### src/rtl/id_ctrl.sv
// id_ctrl -- decode-stage controller for the 5-stage RISC-V pipeline.
//
// Owns the IF/ID register, decodes the held instruction into immediate
// select, register indices and memory/flow controls, stalls on load-use
// hazards and EX busy, honours redirect flushes and counts stall cycles.
//
// Ports:
//   clk, rst          clock, synchronous active-high reset
//   if_valid/if_inst/if_pc/if_ready   fetch handshake into IF/ID
//   flush             kill IF/ID contents (branch/jump redirect)
//   ex_busy           EX cannot accept this cycle
//   ex_mem_read/ex_rd load in ID/EX and its destination (hazard check)
//   id_issue          ID/EX captures decoded fields this cycle
//   id_inst/id_pc     held instruction and its PC
//   imm_sel           immediate-generator select (IMM_SEL_* codes)
//   rs1/rs2/rd        register indices, zeroed when unused
//   reg_wen..illegal  decoded controls, zeroed when ID holds a bubble
//   stall_cnt         saturating count of decode stall cycles

`ifndef INST_WIDTH
`define INST_WIDTH 32
`endif
`ifndef IMM_SEL_WIDTH
`define IMM_SEL_WIDTH 3
`endif
`ifndef IMM_SEL_I
`define IMM_SEL_I 3'd0
`define IMM_SEL_S 3'd1
`define IMM_SEL_B 3'd2
`define IMM_SEL_U 3'd3
`define IMM_SEL_J 3'd4
`endif

module id_ctrl #(
   parameter int INST_WIDTH     = `INST_WIDTH,
   parameter int PC_WIDTH       = 32,
   parameter int IMM_SEL_WIDTH  = `IMM_SEL_WIDTH,
   parameter int REG_ADDR_WIDTH = 5,
   parameter int CNT_WIDTH      = 32
) (
   input  logic                      clk,
   input  logic                      rst,
   input  logic                      if_valid,
   input  logic [INST_WIDTH-1:0]     if_inst,
   input  logic [PC_WIDTH-1:0]       if_pc,
   output logic                      if_ready,
   input  logic                      flush,
   input  logic                      ex_busy,
   input  logic                      ex_mem_read,
   input  logic [REG_ADDR_WIDTH-1:0] ex_rd,
   output logic                      id_issue,
   output logic [INST_WIDTH-1:0]     id_inst,
   output logic [PC_WIDTH-1:0]       id_pc,
   output logic [IMM_SEL_WIDTH-1:0]  imm_sel,
   output logic [REG_ADDR_WIDTH-1:0] rs1,
   output logic [REG_ADDR_WIDTH-1:0] rs2,
   output logic [REG_ADDR_WIDTH-1:0] rd,
   output logic                      reg_wen,
   output logic                      mem_read,
   output logic                      mem_write,
   output logic                      branch,
   output logic                      jump,
   output logic                      u_type,
   output logic                      illegal,
   output logic [CNT_WIDTH-1:0]      stall_cnt
);

   localparam logic [INST_WIDTH-1:0]    NOP   = INST_WIDTH'(32'h0000_0013);
   localparam logic [IMM_SEL_WIDTH-1:0] SEL_I = IMM_SEL_WIDTH'(`IMM_SEL_I);
   localparam logic [IMM_SEL_WIDTH-1:0] SEL_S = IMM_SEL_WIDTH'(`IMM_SEL_S);
   localparam logic [IMM_SEL_WIDTH-1:0] SEL_B = IMM_SEL_WIDTH'(`IMM_SEL_B);
   localparam logic [IMM_SEL_WIDTH-1:0] SEL_J = IMM_SEL_WIDTH'(`IMM_SEL_J);

   typedef struct packed {
      logic [IMM_SEL_WIDTH-1:0] imm_sel;
      logic use_rs1;
      logic use_rs2;
      logic reg_wen;
      logic mem_read;
      logic mem_write;
      logic branch;
      logic jump;
      logic u_type;
      logic illegal;
   } dec_t;

   logic                      id_valid;
   dec_t                      dec;
   logic                      hz;
   logic [REG_ADDR_WIDTH-1:0] rs1_f, rs2_f, rd_f;

   assign rs1_f = REG_ADDR_WIDTH'(id_inst[19:15]);
   assign rs2_f = REG_ADDR_WIDTH'(id_inst[24:20]);
   assign rd_f  = REG_ADDR_WIDTH'(id_inst[11:7]);

   // Opcode decode; a bubble decodes to all-zero controls with imm_sel=I.
   always_comb begin
      dec         = '0;
      dec.imm_sel = SEL_I;
      if (id_valid) begin
         case (id_inst[6:0])
            7'b0010011: begin dec.reg_wen = 1'b1; dec.use_rs1 = 1'b1; end
            7'b0000011: begin
               dec.mem_read = 1'b1; dec.reg_wen = 1'b1; dec.use_rs1 = 1'b1;
            end
            7'b1100111: begin
               dec.jump = 1'b1; dec.reg_wen = 1'b1; dec.use_rs1 = 1'b1;
            end
            7'b0100011: begin
               dec.imm_sel = SEL_S; dec.mem_write = 1'b1;
               dec.use_rs1 = 1'b1;  dec.use_rs2   = 1'b1;
            end
            7'b1100011: begin
               dec.imm_sel = SEL_B; dec.branch  = 1'b1;
               dec.use_rs1 = 1'b1;  dec.use_rs2 = 1'b1;
            end
            7'b1101111: begin
               dec.imm_sel = SEL_J; dec.jump = 1'b1; dec.reg_wen = 1'b1;
            end
            7'b0110011: begin
               dec.reg_wen = 1'b1; dec.use_rs1 = 1'b1; dec.use_rs2 = 1'b1;
            end
            // LUI/AUIPC: datapath builds the upper immediate itself.
            7'b0110111,
            7'b0010111: begin dec.u_type = 1'b1; dec.reg_wen = 1'b1; end
            default:    dec.illegal = 1'b1;
         endcase
      end
   end

   // Load-use: the ID/EX load's result is not yet forwardable.
   assign hz = id_valid & ex_mem_read & (ex_rd != '0) &
               ((dec.use_rs1 & (rs1_f == ex_rd)) |
                (dec.use_rs2 & (rs2_f == ex_rd)));

   assign id_issue = id_valid & ~hz & ~ex_busy & ~flush;
   assign if_ready = flush | ~id_valid | id_issue;

   assign imm_sel   = dec.imm_sel;
   assign rs1       = dec.use_rs1 ? rs1_f : '0;
   assign rs2       = dec.use_rs2 ? rs2_f : '0;
   assign rd        = dec.reg_wen ? rd_f  : '0;
   assign reg_wen   = dec.reg_wen;
   assign mem_read  = dec.mem_read;
   assign mem_write = dec.mem_write;
   assign branch    = dec.branch;
   assign jump      = dec.jump;
   assign u_type    = dec.u_type;
   assign illegal   = dec.illegal;

   always_ff @(posedge clk) begin
      if (rst) begin
         id_valid  <= 1'b0;
         id_inst   <= NOP;
         id_pc     <= '0;
         stall_cnt <= '0;
      end else begin
         if (flush) begin
            id_valid <= 1'b0;
            id_inst  <= NOP;
         end else if (if_ready && if_valid) begin
            id_valid <= 1'b1;
            id_inst  <= if_inst;
            id_pc    <= if_pc;
         end else if (if_ready) begin
            id_valid <= 1'b0;
            id_inst  <= NOP;
         end
         // Counts held cycles only; a flush is a redirect, not a stall.
         if (id_valid && !id_issue && !flush && (stall_cnt != '1))
            stall_cnt <= stall_cnt + 1'b1;
      end
   end

endmodule
### config.mk
export PLATFORM = sky130hd
export DESIGN_NAME = id_ctrl
export DESIGN_NICKNAME = d
export VERILOG_FILES = /design/src/rtl/id_ctrl.sv
export SDC_FILE = /design/constraint.sdc
export NUM_CORES = 1
export LEC_CHECK = 0
export CAP_MARGIN = 20
export CORE_MARGIN = 5
export CORE_UTILIZATION = 42
export DETAILED_ROUTE_END_ITERATION = 7
export GPL_ROUTABILITY_DRIVEN = 0
export PLACE_DENSITY_LB_ADDON = 0.08
export REMOVE_ABC_BUFFERS = 1
export SETUP_SLACK_MARGIN = 0.05
export SLEW_MARGIN = 20
export SYNTH_ARGS = -nofsm -noshare
export SYNTH_HDL_FRONTEND = slang
export SYNTH_SLANG_ARGS = --single-unit
### constraint.sdc
create_clock -name clk -period 3 [get_ports clk]
set_input_delay 0.3 -clock clk [delete_from_list [all_inputs] [get_ports clk]]
set_output_delay 0.3 -clock clk [all_outputs]
set_load 0.02 [all_outputs]
==> reports/qor.csv <==
metric,value,unit
setup_viol,0,
avgViaCountPerCell,5.37,
netlist_area,0.00438,mm²
vias,4547,
clockRootBuffer,clkbuf_8,
whs,297,ps
die_y,112,µm
clk_path_buf_depth,2,
fp.coreArea,0.0102,mm²
fin_crit,2900,ps
grt_overflow,0,
initial_utilization,42.8,%
slew_headroom,59.6,%
yosysMostFrequentCell,dfxtp_1,
cpMostUsedCell,clkdlybuf4s50_1,
cts_hold_buf,0,
synth-main-ff-cell,dfxtp_1,
synthDistinctLibCells,41,
ys_warn_count,0,
synth.avg_cell_area,8.42,µm²
status,"finished, final reports clean",
synth_top_cell_by_area,dfxtp_1,
required,2700,ps
async_reset_ff_share,0,%
grt.total_usage,21.0,%
grt_pass1_vias,4446,
rsz0062_at_grt,false,
fill_cells,870,
cp_slowest_cell,clkdlybuf4s50_1,
cts_sinks,97,
grt_pass1_wl,22000,µm
hold_path_class,in -> reg,
die_x,112,µm
crit_family,buffers and inverters,
hold_viol,0,
num_antenna_cells,0,
r2r_setup_slack,360,ps
place_hpwl,10100,µm
wl,13800,µm
fp.dieArea,0.0126,mm²
final_util,65.6,%
fin_skew,15.9,ps
ys_ff_latch,97,
crit_arrival,2600,ps
drv_cap,0,
pwr_density_cell,373,mW/mm²
netlist_instances,520,
netlist_top_cells_area,"dfxtp_1, mux2i_1, a21oi_1",
wire_per_inst,16.3,µm
crit_fanout,3,
drtIter0Drc,158,
crit_type,in -> out,
antenna_found_initial,0,
irDropWorstVdd,0.000256,V
drive_gt1_share,5.77,%
postRouteAntennaNets,0,
clock.fmax,345,MHz
synth_commonest_cells,"dfxtp_1, a21oi_1, nor2_1",
tightest_slew,605,ps
max_stage_delay,680,ps
synth.yosys.seq_area_share,44.4,%
grt_max_degree,58,
cts_tree,built,
synth.top_cell.area_share,44.4,%
drv_slew,0,
ioPinCount,198,
clock_latency,360,ps
critPathBufInv,2,
worstSetupEndpointType,primary output,
post-route-period-util,96.5,%
numCtsBuffers,9,
drc,0,
h-tree-depth,3,
clkTransAtPathRegs,90,ps
p_leak,2.31,nW
synth-edff-count,0,
place_area,0.00650,mm²
syn_to_final_growth,53.2,%
rows,37,
port_buffers,197,
final_area,0.00671,mm²
startpoint_type,input port,
final_nets,782,
crit_chain,clkdlybuf4s50_1 > or4_1 > o211ai_1 > a21oi_2 > nor3b_1 > clkdlybuf4s50_1,
dr.pass1.iters,4,
## power by group
group | total (W) | internal, W | switching [W]
Combinational | 0.000361 | 0.000196 | 0.000165
Clock | 0.000796 | 0.000351 | 0.000445
Sequential | 0.00135 | 0.00132 | 0.0000257
Total | 0.00250 | 0.00187 | 0.000635
## metrics by stage
step	std cells	TNS [ps]	total power, W	worst slack [ps]
after floorplan	483	-52930	0.00151	-1440
after global placement	829	0	0.00173	197
after detailed placement	829	0	0.00174	125
after CTS	845	0	0.00253	50.1
after global routing	847	0	0.00261	70.8
final	847	0	0.00250	104
## flip-flops by register name, summed over array words and instances (netlist names)
name / flops
id_inst: 32
id_valid: 1
id_pc: 32
stall_cnt: 32
## area by class of cell
class                      instances  area [µm²]  area share, %
tap                              136         170           2.54
clock buffer                      13         159           2.37
sequential                        97        1940           29.0
inverter                           6        22.5          0.336
timing repair buffer             212        2120           31.6
multi-input combinational        380        2270           33.8
clock inverter                     3        25.0          0.373
## worst paths after layout
check / startpoint / endpoint / cells past startpoint
setup / recovery: ex_rd[1] / id_issue / 6
hold / removal: rst / stall_cnt[28]$_SDFFE_PP0P_ / 2
setup reg to reg: id_inst[3]$_SDFFE_PP0P_ / stall_cnt[31]$_SDFFE_PP0P_ / 9
hold reg to reg: id_inst[26]$_SDFFE_PP0P_ / id_inst[26]$_SDFFE_PP0P_ / 2
## logic make-up after synthesis
kind of cell    Yosys count  share of synthesized area, %
simple gates            237                          28.4
flops                    97                          44.4
compound gates           96                          12.6
buf+inv                  43                          4.12
mux                      35                          8.06
xor+xnor                 11                          2.20
fa+ha+maj                 1                         0.286
## what timing repair did
item,4_1_cts,5_1_grt
endpoints found under the hold margin,0,0
setup endpoints to repair,1,3
pin swaps,1,1
gates resized for setup,0,3
buffers inserted,0,2
## per-layer routing
layer | vias up | global-route usage, % | share of wire, %
li1 | 2222 | - | -
met1 | 2135 | 23.8 | 41
met2 | 158 | 35.8 | 48
met3 | 32 | 7.33 | 8.4
met4 | 0 | 9.05 | 3.3
met5 | - | 0 | 0
## placed cells by master, fill, tap and decap left out, types with 2 or more instances in the layout
master           instances
a2111oi_4                2
a21oi_1                 57
and2_1                  14
and3_1                  12
and4_1                   4
buf_12                   3
buf_4                   12
clkbuf_1                 2
clkbuf_8                11
clkdlybuf4s50_1        195
clkinv_4                 2
dfxtp_1                 95
dfxtp_2                  2
inv_1                    5
mux2_2                   2
mux2i_1                 33
nand2_1                 45
nand3_1                 45
nand4_1                 12
nor2_1                  47
nor2b_1                  6
nor3_1                  10
nor3b_1                  3
nor4b_1                  3
o211ai_1                 2
o21ai_0                 23
o31ai_1                  8
or2_2                    2
or3_1                   16
or4_1                   14
xnor2_1                  4
xor2_1                   7
(Power assumes the default switching activity.)
